[src/rtl/cla_serial_adder32.sv]
// Byte-serial unsigned adder: one byte per cycle, LSB first, built from two 8-bit CLA slices.
// cla_8bit computes each carry as a flattened generate/propagate lookahead term.

module cla_8bit (
   input  logic [7:0] a,
   input  logic [7:0] b,
   input  logic       cin,
   output logic [7:0] sum,
   output logic       cout
);

   logic [7:0] g;
   logic [7:0] p;
   logic [8:0] c;
   logic       acc;
   logic       prop;

   always_comb begin
      g    = a & b;
      p    = a ^ b;
      c    = '0;
      acc  = 1'b0;
      prop = 1'b0;
      c[0] = cin;
      // c[i+1] = g[i] | p[i]g[i-1] | ... | p[i]..p[0]cin
      for (int unsigned i = 0; i < 8; i++) begin
         acc  = g[i];
         prop = p[i];
         for (int unsigned j = 0; j < i; j++) begin
            acc  = acc | (prop & g[i-1-j]);
            prop = prop & p[i-1-j];
         end
         c[i+1] = acc | (prop & cin);
      end
      sum  = p ^ c[7:0];
      cout = c[8];
   end

endmodule

module cla_serial_adder32 #(
   parameter int unsigned NBYTES = 4
) (
   input  logic                clk,
   input  logic                rst_n,
   input  logic                start,
   input  logic [8*NBYTES-1:0] op_a,
   input  logic [8*NBYTES-1:0] op_b,
   output logic                busy,
   output logic                done,
   output logic [8*NBYTES:0]   result
);

   localparam int unsigned W    = 8 * NBYTES;
   localparam int unsigned IDXW = $clog2(NBYTES) + 1;

   typedef enum logic [1:0] {
      IDLE,
      ADD,
      DONE
   } state_t;

   state_t          state_q, state_d;
   logic [W-1:0]    a_q, a_d;
   logic [W-1:0]    b_q, b_d;
   logic            carry_q, carry_d;
   logic [IDXW-1:0] idx_q, idx_d;
   logic [W:0]      result_q, result_d;

   logic [7:0]      a_byte, b_byte;
   logic [7:0]      s1_sum, s2_sum;
   logic            s1_cout, s2_cout;
   logic            carry_next;
   logic            last_byte;

   always_comb begin
      a_byte    = '0;
      b_byte    = '0;
      last_byte = (idx_q == IDXW'(NBYTES - 1));
      for (int unsigned i = 0; i < NBYTES; i++) begin
         if (idx_q == IDXW'(i)) begin
            a_byte = a_q[8*i +: 8];
            b_byte = b_q[8*i +: 8];
         end
      end
   end

   cla_8bit u_s1 (
      .a    (a_byte),
      .b    (b_byte),
      .cin  (1'b0),
      .sum  (s1_sum),
      .cout (s1_cout)
   );

   // Incoming carry is folded in by a second slice; s1 and s2 never both carry out.
   cla_8bit u_s2 (
      .a    (s1_sum),
      .b    ({7'b0, carry_q}),
      .cin  (1'b0),
      .sum  (s2_sum),
      .cout (s2_cout)
   );

   assign carry_next = s1_cout | s2_cout;

   always_comb begin
      state_d  = state_q;
      a_d      = a_q;
      b_d      = b_q;
      carry_d  = carry_q;
      idx_d    = idx_q;
      result_d = result_q;
      case (state_q)
         IDLE: begin
            if (start) begin
               a_d      = op_a;
               b_d      = op_b;
               carry_d  = 1'b0;
               idx_d    = '0;
               result_d = '0;
               state_d  = ADD;
            end
         end
         ADD: begin
            for (int unsigned i = 0; i < NBYTES; i++) begin
               if (idx_q == IDXW'(i)) begin
                  result_d[8*i +: 8] = s2_sum;
               end
            end
            carry_d = carry_next;
            idx_d   = idx_q + IDXW'(1);
            if (last_byte) begin
               result_d[W] = carry_next;
               state_d     = DONE;
            end
         end
         DONE: begin
            state_d = IDLE;
         end
         default: begin
            state_d = IDLE;
         end
      endcase
   end

   always_ff @(posedge clk) begin
      if (!rst_n) begin
         state_q  <= IDLE;
         a_q      <= '0;
         b_q      <= '0;
         carry_q  <= 1'b0;
         idx_q    <= '0;
         result_q <= '0;
      end else begin
         state_q  <= state_d;
         a_q      <= a_d;
         b_q      <= b_d;
         carry_q  <= carry_d;
         idx_q    <= idx_d;
         result_q <= result_d;
      end
   end

   assign busy   = (state_q == ADD);
   assign done   = (state_q == DONE);
   assign result = result_q;

endmodule

[config.mk]
export PLATFORM = sky130hd
export DESIGN_NAME = cla_serial_adder32
export DESIGN_NICKNAME = d
export VERILOG_FILES = /design/src/rtl/cla_serial_adder32.sv
export SDC_FILE = /design/constraint.sdc
export NUM_CORES = 1
export LEC_CHECK = 0
export CAP_MARGIN = 10
export CORE_MARGIN = 5
export CORE_UTILIZATION = 30
export CTS_BUF_LIST = sky130_fd_sc_hd__clkbuf_16
export DETAILED_ROUTE_END_ITERATION = 7
export PLACE_DENSITY = 0.51
export RECOVER_POWER = 100
export SLEW_MARGIN = 20
export SYNTH_ARGS = -nofsm -noshare
export SYNTH_HDL_FRONTEND = slang
export SYNTH_HIERARCHICAL = 1
export SYNTH_SLANG_ARGS = --single-unit
[constraint.sdc]
create_clock -name clk -period 3.5 [get_ports clk]
set_input_delay 0.7 -clock clk [delete_from_list [all_inputs] [get_ports clk]]
set_output_delay 0.7 -clock clk [all_outputs]
set_load 0.01 [all_outputs]
==> results.ini, run 1 <==
[run_status]
status=finished with violations
failed_checks=capacitance limit, slew limit, setup timing

[sta]
finalSetupViolCount=5
slew_violations=15
fin_worst_skew_ps=8.25
hold_viol_final=0
grt_setup_unrepaired=yes
max_slew_margin_pct=-12.1
setup_ws_ps=-69.2
worst_slew_pin_slew_ps=1680
period_minus_slack_ps=3570
fin_crit_sh_pct=102
max_freq_mhz=280
whs_ps=450

[clock_tree]
htree_levels=3
clockBufferDepth=2
clk_latency_ps=350
cts_hold_buf=0
clock_sinks=103
root_buffer=clkbuf_16
cts_buffers=9
cts_tree=built
clkTransAtPathRegs_ps=70

[synthesis]
yosys_warnings=6
synth_commonest_cells=nand2_1, dfxtp_1, a21boi_1
ys_types=41
ys_seq_area_share_pct=40.5
async_flop_share_pct=0
synthTopCellsByArea=dfxtp_1, nand2_1, a21boi_1
yosysMostFrequentCell=nand2_1
synthesis.area_sq_um=5100
yosysTopAreaCell=dfxtp_1
syn_area_per_cell_sq_um=8.76
synth-edff-count=0
synth_top_area_share_pct=40.5
netlist_instances=582
synth_flop_cell=dfxtp_1
synth-seq-cells=103

[worst_setup_path]
crit_family=compound AO/OA/AOI/OAI gates
cp-end-kind=flip-flop
cp-start-kind=flip-flop
reg2reg_slack_ps=-70
cp_cell_sequence=inv_4 > ha_4 > buf_12 > buf_6 > a21oi_2 > o21ai_1 > a32o_2 > ha_4 > nand3_4 > o211ai_1 > buf_4 > o41ai_4 > xnor2_1 > ha_1 > and3_1 > a221o_1 > a21o_1 > o211ai_1 > o2bb2ai_1
crit_buf_inv=4
max_stage_delay_ps=370
cpMaxStageDelayCell=dfxtp_4
path_max_fanout=5
cp.required_ps=3720
crit_type=flip-flop to flip-flop
cp_data_arrival_time_ps=3780

[pwr]
power.total_uw=3190
p_leak_uw=0.00286
ir_worst_vdd_uv=281
cellPowerDensity_nw_per_um2=446

[layout]
area.growth.synth_to_final_pct=40.1
antenna_cells=0
final_util_pct=42.9
drive_gt1_share_pct=17.4
nNetsFinal=807

[grt]
grt_use_total_pct=14.8
first_global_vias=4545
grt_start_max_net_pins=55
antenna_found_initial=0
grt_overflow_total=0
grt_pass1_wl_um=23700

[placement]
place_congestion=0.833
io_buffers=101
hpwl_um=10700

[floorplanning]
fp.dieW_um=140
dieArea_sq_um=19700
row_count=47
core-area_sq_um=16600
io_pins=102
initial_utilization_pct=30.6
die_h_um=140

[routing]
vias=4471
antenna_left=0
wl_met3_um=496
drtPass1Iterations=4
wl_met2_um=7090
wirelength_um=14500
highest_layer=met4
drc=0
drt-initial-drc-count=202
wl_met1_um=6730
post_drt_via_cell_ratio=4.76
wl_per_cell_um=15.4

[run]
max-cap-violations=1

[min_path]
hold_class=flip-flop to flip-flop

-- final cells by class --
| class | count | area, sq um |
|---|---|---|
| Sequential cell | 103 | 2070 |
| Clock buffer | 9 | 225 |
| Timing Repair Buffer | 152 | 1440 |
| Multi-Input combinational cell | 435 | 3000 |
| Clock inverter | 7 | 76.3 |
| Fill cell | 1610 | 9500 |
| Tap cell | 220 | 275 |
| Inverter | 14 | 55.1 |
-- kinds of logic after synthesis --
logic type                 share of synthesized area [%]
buffers and inverters                               6.70
other                                             0.0736
DFF                                                 40.5
muxes                                              0.196
AOI/OAI and AO/OA                                   26.1
and+or+nand+nor                                     18.0
adders and majority gates                           6.43
xor gates and xnor gates                            2.06
-- report_power, final --
part	internal, uW	switching, uW
Clock	564	471
Combinational	424	412
Sequential	1260	57.7
Total	2250	940
-- placed cells by master (no fill, tap or decap), types with 14 or more instances in the layout --
master / Yosys / layout
nand2_1: 157 / 154
o2bb2ai_1: 34 / 30
nand2b_1: 17 / 17
dfxtp_1: 103 / 101
a21boi_1: 60 / 52
buf_4: 0 / 40
clkdlybuf4s50_1: 0 / 64
a21boi_0: 6 / 14
a21oi_1: 23 / 16
dlygate4sd3_1: 0 / 36
-- state kept, by name, indices dropped and copies added, names as in the netlist --
name     flops
a_q         32
idx_q        3
result      33
state_q      2
b_q         32
carry_q      1
-- per-stage QoR --
stage	TNS (ps)	setup WS [ps]	std cells	cell area, sq um
5_1_grt	-10510	-276	940	7140
4_1_cts	-52.8	-39.0	938	7040
2_1_floorplan	0	9.69	593	5210
6_report	-203	-69.2	940	7140
3_5_place_dp	-5830	-427	911	6480
3_3_place_gp	-2420	-306	911	6480
-- routing by layer --
metal / up-vias / track usage, %
li1: 2270 / -
met1: 2108 / 19.3
met4: 0 / 4.39
met2: 82 / 25.0
met5: - / 0
met3: 11 / 2.86
-- worst reg2reg max path, stage by stage (launching register included) --
cell and delay (ps):
dfxtp_4 370, inv_4 40, ha_4 170, buf_12 130, buf_6 110, a21oi_2 100, o21ai_1 80, a32o_2 270
ha_4 270, nand3_4 80, o211ai_1 90, buf_4 160, o41ai_4 220, xnor2_1 130, ha_1 310, and3_1 140
a221o_1 350, a21o_1 180, o211ai_1 160, o2bb2ai_1 80
-- repair_timing --
action / CTS / global route
pin swaps: 26 / 11
resized for setup: 46 / 30
buffers inserted: 11 / 2
endpoints found under the hold margin: 0 / 0
setup endpoints to repair: 26 / 15
-- path summary, 6_finish.rpt --
path	depth (start not counted)	start	endpoint
worst max-delay path	19	idx_q[1]	result[32]
worst min-delay path	2	b_q[18]	b_q[18]
worst max register to register	19	idx_q[1]	result[32]
worst min register to register	2	b_q[18]	b_q[18]
No activity file was read; power rests on OpenSTA's default activity.
==> run 2: changes to the inputs <==
--- a/config.mk
+++ b/config.mk
@@ -7,11 +7,12 @@
 export LEC_CHECK = 0
 export CAP_MARGIN = 10
 export CORE_MARGIN = 5
-export CORE_UTILIZATION = 30
+export CORE_UTILIZATION = 40
 export CTS_BUF_LIST = sky130_fd_sc_hd__clkbuf_16
 export DETAILED_ROUTE_END_ITERATION = 7
-export PLACE_DENSITY = 0.51
+export PLACE_DENSITY = 0.65
 export RECOVER_POWER = 100
+export SETUP_SLACK_MARGIN = 0.05
 export SLEW_MARGIN = 20
 export SYNTH_ARGS = -nofsm -noshare
 export SYNTH_HDL_FRONTEND = slang
==> results.ini, run 2 (synthesis results as in run 1) <==
[sta]
fin_crit_sh_pct=102
hold_viol_final=0
worst_slew_pin_slew_ps=1250
setup_ws_ps=-63.8
finalSetupViolCount=6
max_freq_mhz=281
period_minus_slack_ps=3560
setup_tns_ps=-232
max_slew_margin_pct=17.0
fin_worst_skew_ps=10.1
whs_ps=468
grt_setup_unrepaired=yes
slew_violations=0

[routing]
drtPass1Iterations=5
wirelength_um=14200
antenna_left=0
wl_per_cell_um=15.9
post_drt_via_cell_ratio=5.10
vias=4546
drc=0
drt-initial-drc-count=354

[floorplanning]
die_h_um=123
dieArea_sq_um=15100
core-area_sq_um=12600
io_pins=102
row_count=41
initial_utilization_pct=40.6
fp.dieW_um=123

[pwr]
internal_power_uw=2180
power.total_uw=3140
p_sw_uw=952
p_leak_uw=0.00283
clockPowerShare_pct=31.0
p_comb_share_pct=26.8
seq_power_share_pct=42.1
cellPowerDensity_nw_per_um2=439
p_sw_share_pct=30.4
ir_worst_vdd_uv=242

[worst_setup_path]
crit_type=flip-flop to flip-flop
cp-start-kind=flip-flop
cp_cell_sequence=buf_6 > ha_4 > buf_6 > nand2b_1 > a32o_2 > ha_4 > nand3_4 > o211ai_1 > buf_4 > a21oi_2 > ha_1 > nand3_2 > o2111ai_2 > a221o_1 > a21o_1 > o211ai_1 > o2bb2ai_1
cpMaxStageDelayCell=dfxtp_4
path_max_fanout=11
cp-end-kind=flip-flop
cp.required_ps=3710
reg2reg_slack_ps=-60
max_stage_delay_ps=370
cp_data_arrival_time_ps=3770

[grt]
grt_start_max_net_pins=56
grt_use_total_pct=19.5
grt_overflow_total=0
first_global_vias=4579
grt_pass1_wl_um=23200
antenna_found_initial=0

[run_status]
status=finished with violations
failed_checks=setup timing

[layout]
area.growth.synth_to_final_pct=40.3
final_common_cell=nand2_1
final_util_pct=56.9
largest_reg_flops=33
nNetsFinal=807
antenna_cells=0
final_cell_mix=nand2_1, dfxtp_1, a21boi_0, clkdlybuf4s50_1, dlygate4sd3_1
drive_gt1_share_pct=18.8

[clock_tree]
cts_hold_buf=0
htree_levels=3
clkTransAtPathRegs_ps=70
clk_latency_ps=350
cts_buffers=9
clock_sinks=103
cts_tree=built
root_buffer=clkbuf_16
clockBufferDepth=2

[placement]
dpl_worst_slack_ps=-229
place_congestion=0.874
hpwl_um=10400
io_buffers=101

[run]
max-cap-violations=0

[min_path]
hold_class=flip-flop to flip-flop

run 2: cell types whose count changed in the layout (fill, tap and decap cells not counted), sizes merged:
cell | previous run | this run
clkbuf | 12 | 11
inv | 18 | 16
clkinvlp | 0 | 3
bufinv | 1 | 0
buf | 49 | 50
run 2: critical path: cells and delay by family, from the launching register on:
kind / cells / cell delay (ps)
adder cells (fa/ha/maj): 3 / 820
AO/OA/AOI/OAI: 8 / 1490
AND/OR/NAND/NOR: 3 / 290
buffers and inverters: 3 / 440
flip-flops: 1 / 370
run 2: repair_timing:
item                                    in CTS  in global routing
gates resized for setup                     57                 22
pin swaps                                   28                  5
endpoints found under the setup margin      15                 21
setup buffers                               16                  0
run 2: cell type report:
cell class                 instances  area (sq um)
fill                            1116          5420
multi-input combinational        435          3060
sequential                       103          2070
timing repair buffer             152          1460
clock buffer                       9           225
tap                              172           215
clock inverter                     7          67.6
inverter                          14          52.6
run 2: routing by layer:
metal  part of all wire (%)  track usage (%)  routed length, um  vias to the layer above
met3                    5.6             4.33                794                       30
met5                      0                0                  0                        -
met1                     45             26.3               6430                     2120
met2                     47             30.7               6640                      128
li1                       -                -                  -                     2268
met4                    2.2             6.65                311                        0
run 2: path summary, 6_finish.rpt:
check,from,end,cells past startpoint
max,idx_q[1],result[32],17
min,result[11],result[11],1
max reg2reg,idx_q[1],result[32],17
min reg2reg,result[11],result[11],1
run 2: stage by stage:
stage	cells	instance area, sq um
CTS	892	7060
finish	892	7150
detailed placement	860	6430
global placement	860	6430
global route	892	7150
floorplan	593	5250
run 2: power groups by stage:
stage | registers (uW) | logic, uW | clock network (uW)
5_1_grt | 1330 | 926 | 1050
3_5_place_dp | 1350 | 774 | 0
3_3_place_gp | 1350 | 761 | 0
2_1_floorplan | 1340 | 488 | 0
6_report | 1320 | 841 | 974
4_1_cts | 1320 | 832 | 988
==> run 3: changes to the inputs <==
--- a/config.mk
+++ b/config.mk
@@ -10,7 +10,7 @@
 export CORE_UTILIZATION = 40
 export CTS_BUF_LIST = sky130_fd_sc_hd__clkbuf_16
 export DETAILED_ROUTE_END_ITERATION = 7
-export PLACE_DENSITY = 0.65
+export PLACE_DENSITY = 0.78
 export RECOVER_POWER = 100
 export SETUP_SLACK_MARGIN = 0.05
 export SLEW_MARGIN = 20
==> results.ini, run 3 (synthesis results as in run 1) <==
[layout]
largest_reg_flops=33
final_cells=889
nNetsFinal=804
area.growth.synth_to_final_pct=41.5
final_common_cell=nand2_1
drive_gt1_share_pct=19.2
antenna_cells=0
final_cell_mix=nand2_1, dfxtp_1, a21boi_0, clkdlybuf4s50_1, buf_4

[sta]
grt_setup_unrepaired=yes
finalSetupViolCount=11
max_freq_mhz=269
period_minus_slack_ps=3710
setup_ws_ps=-212
fin_crit_sh_pct=106
slew_violations=0
fin_worst_skew_ps=13.9
hold_viol_final=0
max_slew_margin_pct=12.5
worst_slew_pin_slew_ps=1310

[clock_tree]
cts_tree=built
root_buffer=clkbuf_16
cts_buffers=9
clk_latency_ps=350
clock_sinks=103
clkTransAtPathRegs_ps=70
clockBufferDepth=2
htree_levels=3

[routing]
vias=4646
drt-initial-drc-count=408
antenna_left=0
wirelength_um=15200
post_drt_via_cell_ratio=5.23
drtPass1Iterations=5
drc=0
wl_per_cell_um=17.1

[placement]
io_buffers=101
hpwl_um=10500
place_congestion=0.945
dpl.cell_count=856

[worst_setup_path]
max_stage_delay_ps=370
crit_top_cell=ha_4
cp_data_arrival_time_ps=3910
cp.required_ps=3700
path_max_fanout=9
cpMaxStageDelayCell=dfxtp_4
cp-end-kind=flip-flop
cp-start-kind=flip-flop
crit_type=flip-flop to flip-flop
cp_cell_sequence=buf_6 > ha_4 > buf_8 > buf_4 > a21oi_1 > o21ai_0 > a32o_1 > ha_4 > nor3_2 > nor2_2 > o41ai_4 > xnor2_1 > ha_1 > and3_1 > a221o_1 > a21o_1 > o211ai_1 > o2bb2ai_1

[run_status]
failed_checks=setup timing
status=finished with violations

[pwr]
ir_worst_vdd_uv=242
p_leak_uw=0.00286
power.total_uw=3330
cellPowerDensity_nw_per_um2=461

[floorplanning]
io_pins=102
die_h_um=123
fp.dieW_um=123
initial_utilization_pct=40.6
core-area_sq_um=12600
row_count=41
dieArea_sq_um=15100

[grt]
grt_overflow_total=0
antenna_found_initial=0
first_global_vias=4686
grt_pass1_wl_um=23700
grt_start_max_net_pins=69
grt_use_total_pct=19.8

[run]
max-cap-violations=0

[min_path]
hold_class=flip-flop to flip-flop

-- run 3: worst max-delay path: cells and delay by family, from the launching register on --
kind,cells,cell delay [ps]
fa+ha+maj,3,770
simple gates,3,360
compound gates,8,1490
flops,1,370
buf+inv,3,430
xor+xnor,1,150
-- run 3: path summary, 6_finish.rpt --
check | cells after the start | startpoint | to | slack, ps
worst max-delay path | 18 | idx_q[1] | result[32] | -210
worst min register to register | 1 | result[27] | result[27] | 460
worst max register to register | 18 | idx_q[1] | result[32] | -210
worst min-delay path | 1 | result[27] | result[27] | 460
-- run 3: metrics by stage --
stage	TNS, ps	setup slack (ps)	utilization, %	hold WS (ps)	instance area (sq um)
after floorplan	0	61.8	-	430	5250
after global placement	-1010	-154	50.9	445	6400
after detailed placement	-2680	-256	50.9	447	6400
after CTS	-625	-118	55.3	459	6950
after global routing	-3340	-341	57.4	476	7210
final	-1240	-212	57.4	464	7210
-- run 3: layout make-up --
cell class                      count  area (sq um)
Clock inverter                      7          97.6
Fill cell                        1030          5360
Clock buffer                        9           225
Multi-Input combinational cell    435          3120
Tap cell                          172           215
Inverter                           14          55.1
Sequential cell                   103          2070
Timing Repair Buffer              149          1430
-- run 3: report_power, final --
group	switching (uW)	internal, uW
registers	65.5	1260
clock network	496	580
logic	469	456
-- run 3: what timing repair did --
item	4_1_cts	5_1_grt
resized for setup	38	52
setup buffers	14	5
hold buffers	0	0
hold endpoints to repair	0	0
pin swaps	27	23
gates cloned	0	0
setup endpoints to repair	22	26
-- run 3: layer usage --
metal | routed length (um) | global-route usage (%) | vias up | part of all wire, %
met5 | 0 | 0 | - | 0
met4 | 234 | 5.74 | 0 | 1.5
met3 | 705 | 3.13 | 25 | 4.6
met2 | 7380 | 32.5 | 150 | 49
met1 | 6890 | 27.0 | 2212 | 45
li1 | - | - | 2259 | -
